### src/rtl/fc_relu_requant.sv
// ReLU + round-half-up requantizer for the fc result stream, with a 2-entry
// output buffer, M-element vector framing and a sticky saturation flag.
module fc_relu_requant #(
   parameter int M     = 4,
   parameter int T     = 16,
   parameter int TO    = 8,
   parameter int SHIFT = 4,
   parameter int RELU  = 1
) (
   input  logic          clk,
   input  logic          reset,
   input  logic          input_valid,
   output logic          input_ready,
   input  logic [T-1:0]  input_data,
   output logic          output_valid,
   input  logic          output_ready,
   output logic [TO-1:0] output_data,
   output logic          output_last,
   output logic          sat_flag
);

   localparam int CW = (M > 1) ? $clog2(M) : 1;
   localparam logic signed [T:0] MAXV = (T+1)'((2**(TO-1)) - 1);
   localparam logic signed [T:0] MINV = ~MAXV;

   logic signed [T:0] r_ext, q;
   logic          sat_hi, sat_lo;
   logic [TO-1:0] res;
   logic          push, pop;

   logic [1:0]    occ_q, occ_d;
   logic [TO-1:0] head_q, head_d, tail_q, tail_d;
   logic [CW-1:0] cnt_q, cnt_d;
   logic          sat_q, sat_d;
   logic          rdy_q;

   // One extra bit of headroom so the rounding add never overflows.
   assign r_ext = (RELU != 0 && input_data[T-1]) ? '0 : {input_data[T-1], input_data};

   generate
      if (SHIFT > 0) begin : g_rnd
         localparam logic signed [T:0] RND = (T+1)'(1) <<< (SHIFT - 1);
         assign q = (r_ext + RND) >>> SHIFT;
      end else begin : g_pass
         assign q = r_ext;
      end
   endgenerate

   assign sat_hi = (q > MAXV);
   assign sat_lo = (q < MINV);
   assign res    = sat_hi ? MAXV[TO-1:0] : (sat_lo ? MINV[TO-1:0] : q[TO-1:0]);

   assign push = input_valid && rdy_q;
   assign pop  = output_valid && output_ready;

   always_comb begin
      occ_d  = occ_q;
      head_d = head_q;
      tail_d = tail_q;
      cnt_d  = cnt_q;
      sat_d  = sat_q;
      if (push && (sat_hi || sat_lo)) sat_d = 1'b1;
      if (pop) cnt_d = (cnt_q == CW'(M - 1)) ? '0 : cnt_q + CW'(1);
      case ({push, pop})
         2'b10: begin
            if (occ_q == 2'd0) head_d = res;
            else               tail_d = res;
            occ_d = occ_q + 2'd1;
         end
         2'b01: begin
            head_d = tail_q;
            occ_d  = occ_q - 2'd1;
         end
         // push+pop only happens at occupancy 1: the new element replaces the head
         2'b11: head_d = res;
         default: ;
      endcase
   end

   always_ff @(posedge clk) begin
      if (reset) begin
         occ_q  <= '0;
         head_q <= '0;
         tail_q <= '0;
         cnt_q  <= '0;
         sat_q  <= 1'b0;
         rdy_q  <= 1'b0;
      end else begin
         occ_q  <= occ_d;
         head_q <= head_d;
         tail_q <= tail_d;
         cnt_q  <= cnt_d;
         sat_q  <= sat_d;
         rdy_q  <= (occ_d != 2'd2);
      end
   end

   assign input_ready  = rdy_q;
   assign output_valid = (occ_q != 2'd0);
   assign output_data  = output_valid ? head_q : '0;
   assign output_last  = output_valid && (cnt_q == CW'(M - 1));
   assign sat_flag     = sat_q;

endmodule

### config.mk
export PLATFORM = sky130hd
export DESIGN_NAME = fc_relu_requant
export DESIGN_NICKNAME = d
export VERILOG_FILES = /design/src/rtl/fc_relu_requant.sv
export SDC_FILE = /design/constraint.sdc
export NUM_CORES = 1
export LEC_CHECK = 0
export BUFFER_PORTS_ARGS = -buffer_cell sky130_fd_sc_hd__buf_4
export CAP_MARGIN = 25
export CORE_MARGIN = 4
export CORE_UTILIZATION = 51
export CTS_CLUSTER_SIZE = 16
export DETAILED_ROUTE_END_ITERATION = 6
export PLACE_DENSITY = 0.78
export SETUP_SLACK_MARGIN = 0.3
export SLEW_MARGIN = 10
export SYNTH_ARGS = -nofsm -noshare
export SYNTH_HDL_FRONTEND = slang
export SYNTH_SLANG_ARGS = --single-unit
export TNS_END_PERCENT = 5
### constraint.sdc
create_clock -name clk -period 2.75 [get_ports clk]
set_input_delay 0.825 -clock clk [delete_from_list [all_inputs] [get_ports clk]]
set_output_delay 0.825 -clock clk [all_outputs]
set_load 0.02 [all_outputs]
==> impl_metrics.py <==
metrics = {
    "yosys": {
        "yosys_most_used_dff": "dfxtp_1",
        "synth-edff-count": 0,
        "synth_commonest_cells": "dfxtp_1, a311oi_1, nand2b_1",
        "synth_cell_types": 36,
        "syn_area_per_cell_um2": 8.741,
        "syn_area_um2": 1224,
        "netlist_instances": 140,
        "synth_top_area_cell": "dfxtp_1",
        "synthesis.nets": 164,
        "yosysMostFrequentCell": "dfxtp_1",
        "async_flop_share_pct": 0,
        "yosysTopAreaCellShare_pct": 35.99,
        "ys_seq_area_share_pct": 35.99,
        "yosys_warnings": 0,
        "synth_area_leaders": "dfxtp_1, a311oi_1, nand2b_1",
        "ys_ff_latch": 22,
    },
    "clock_network": {
        "cts_buffers": 3,
        "cts_root_buf": "clkbuf_4",
        "clock_path_buffers": 2,
        "cts_tree": "done",
        "cts_hold_buf": 0,
        "post-cts-setup-buffers": 0,
        "insertion_delay_ns": 0.31,
        "cts-resized-gates": 0,
        "htree_levels": 1,
        "cts.sinks": 22,
        "cts.clk_slew.worst_paths_ns": 0.12,
    },
    "critical_path": {
        "cpPeakStageDelay_ns": 0.50,
        "critical_path.top_delay_family": "compound AO/OA/AOI/OAI gates",
        "criticalPathCategory": "input pin to register",
        "startpoint_type": "input pin",
        "crit_slowest_cell": "a221o_2",
        "path_cells": "buf_4, nor2b_1, ha_1, nand4_1, or2_0, a221o_2, a311oi_1",
        "cp_data_arrival_time_ns": 2.51,
        "crit_required_ns": 2.97,
        "crit_buf_inv": 1,
        "crit_path_end_kind": "register",
        "critPathMaxFanout": 15,
    },
    "global_routing": {
        "grt_usage_pct": 16.74,
        "antenna_found_initial": 0,
        "grt_start_max_net_pins": 24,
        "grt_pass1_wl_um": 4409,
        "overflow": 0,
        "grt_pass1_vias": 1053,
    },
    "route": {
        "drt-total-wl_um": 2593,
        "via_per_inst": 5.534,
        "drt_iter0_drc": 33,
        "postRouteAntennaNets": 0,
        "drcViolationCount": 0,
        "wl_per_cell_um": 13.44,
        "vias": 1068,
        "dr.pass1.iters": 4,
    },
    "min_path": {
        "hp-class": "register to register",
    },
    "floorplan": {
        "rows": 17,
        "die_y_um": 56.99,
        "die_x_um": 56.99,
        "dieArea_um2": 3247,
        "io_pins": 32,
        "core_um2": 2255,
        "start_util_pct": 54.27,
    },
    "sta": {
        "totalNegativeSetupSlack_ns": 0,
        "final_hold_viol_count": 0,
        "setup_viol": 0,
        "holdWs_ns": 0.4589,
        "min_period_ns": 2.286,
        "skew_ns": 0.007907,
        "worstMarginPinSlew_ns": 0.5303,
        "slew_violations": 0,
        "max-slew-margin-rel_pct": 64.64,
        "fmax_mhz": 437.4,
        "rsz0062_at_grt": "no",
        "period_share_pct": 83.14,
    },
    "layout": {
        "n_fill_cell": 210,
        "area_delta_synth_final_pct": 20.65,
        "seqCellArea_um2": 440.4,
        "multi_input_area_um2": 728.2,
        "fin_cells": 193,
        "drive_gt1_share_pct": 22.42,
        "diodes": 0,
        "nNetsFinal": 190,
    },
    "pwr": {
        "total_power_w": 0.0009510,
        "power.density_nw_per_um2": 644.1,
        "ir_drop_v": 0.0003912,
        "p_leak_nw": 0.6222,
    },
    "placed_design": {
        "dp_cells": 189,
        "finalWeightedCongestion": 0.7175,
        "buffer_ports.inserted": 28,
        "dp_hpwl_um": 1963,
    },
    "outcome": {
        "status": "completed",
    },
    "flow_run": {
        "max_cap_viol_count": 0,
    },
}
==> kinds of logic (layout without fill, tap and decap cells) <==
family,Yosys count,count (layout),share of synthesized area [%]
fa+ha+maj,4,4,4.090
flops,22,22,35.99
compound gates,27,27,16.77
mux,8,8,6.646
buf+inv,12,37,4.602
xor+xnor,5,5,3.579
simple gates,62,62,28.32
==> where the power goes <==
group	internal (W)	total [W]	switching, W	leakage (nW)
registers	0.000373	0.000404	0.0000300	0.180
clock network	0.0000809	0.000180	0.0000992	0.0210
logic	0.000168	0.000367	0.000200	0.421
==> tightest hold or removal path: cells and delay by family (launching register included) <==
| family | cells | cell delay (ns) |
|---|---|---|
| and+or+nand+nor | 1 | 0.05 |
| DFF | 1 | 0.32 |
| AOI/OAI and AO/OA | 1 | 0.05 |
==> cells in the final DEF (no fill, tap or decap), types with 3 or more instances in the layout <==
master / instances
nand3_1: 3
a311oi_1: 14
buf_4: 30
mux2i_1: 7
a21oi_1: 5
and2_1: 10
ha_1: 4
nand2_1: 5
nor2_1: 12
nand2b_1: 13
clkbuf_4: 3
dfxtp_1: 22
xnor2_1: 5
nor2b_1: 5
inv_1: 3
==> per-stage QoR <==
step | setup WS, ns | area, um2 | util, %
after floorplan | 0.3194 | 1224 | -
after global placement | 0.1712 | 1439 | 63.82
after detailed placement | 0.07202 | 1439 | 63.82
after CTS | 0.3857 | 1475 | 65.43
after global routing | 0.3740 | 1476 | 65.48
final | 0.4638 | 1476 | 65.48
==> sequential cells by signal (all words and copies together), names as in the netlist <==
register     flops
cnt_q            2
head_q           8
input_ready      1
occ_q            2
sat_flag         1
tail_q           8
==> routing by layer <==
metal	routed length [um]	vias to the layer above	GRT usage, %
li1	-	554	-
met1	1141	484	18.23
met2	1299	26	32.63
met3	105	4	1.357
met4	46	0	6.954
met5	0	-	0
==> layout make-up <==
class / instances / share of cell area, %
repair buffers: 30 / 15.25
inverters: 3 / 0.7627
multi-input cells: 106 / 49.32
flip-flops and latches: 22 / 29.83
well taps: 28 / 2.373
clock buffers: 4 / 2.458
==> final timing paths <==
check	slack [ns]	start	end	cells past startpoint
worst max register to register	0.87	occ_q[1]$_SDFF_PP0_	head_q[3]$_SDFFE_PP0P_	5
worst min register to register	0.46	head_q[7]$_SDFFE_PP0P_	head_q[7]$_SDFFE_PP0P_	2
worst min-delay path	0.46	head_q[7]$_SDFFE_PP0P_	head_q[7]$_SDFFE_PP0P_	2
worst max-delay path	0.46	input_data[15]	head_q[4]$_SDFFE_PP0P_	7
(Power assumes the default switching activity.)
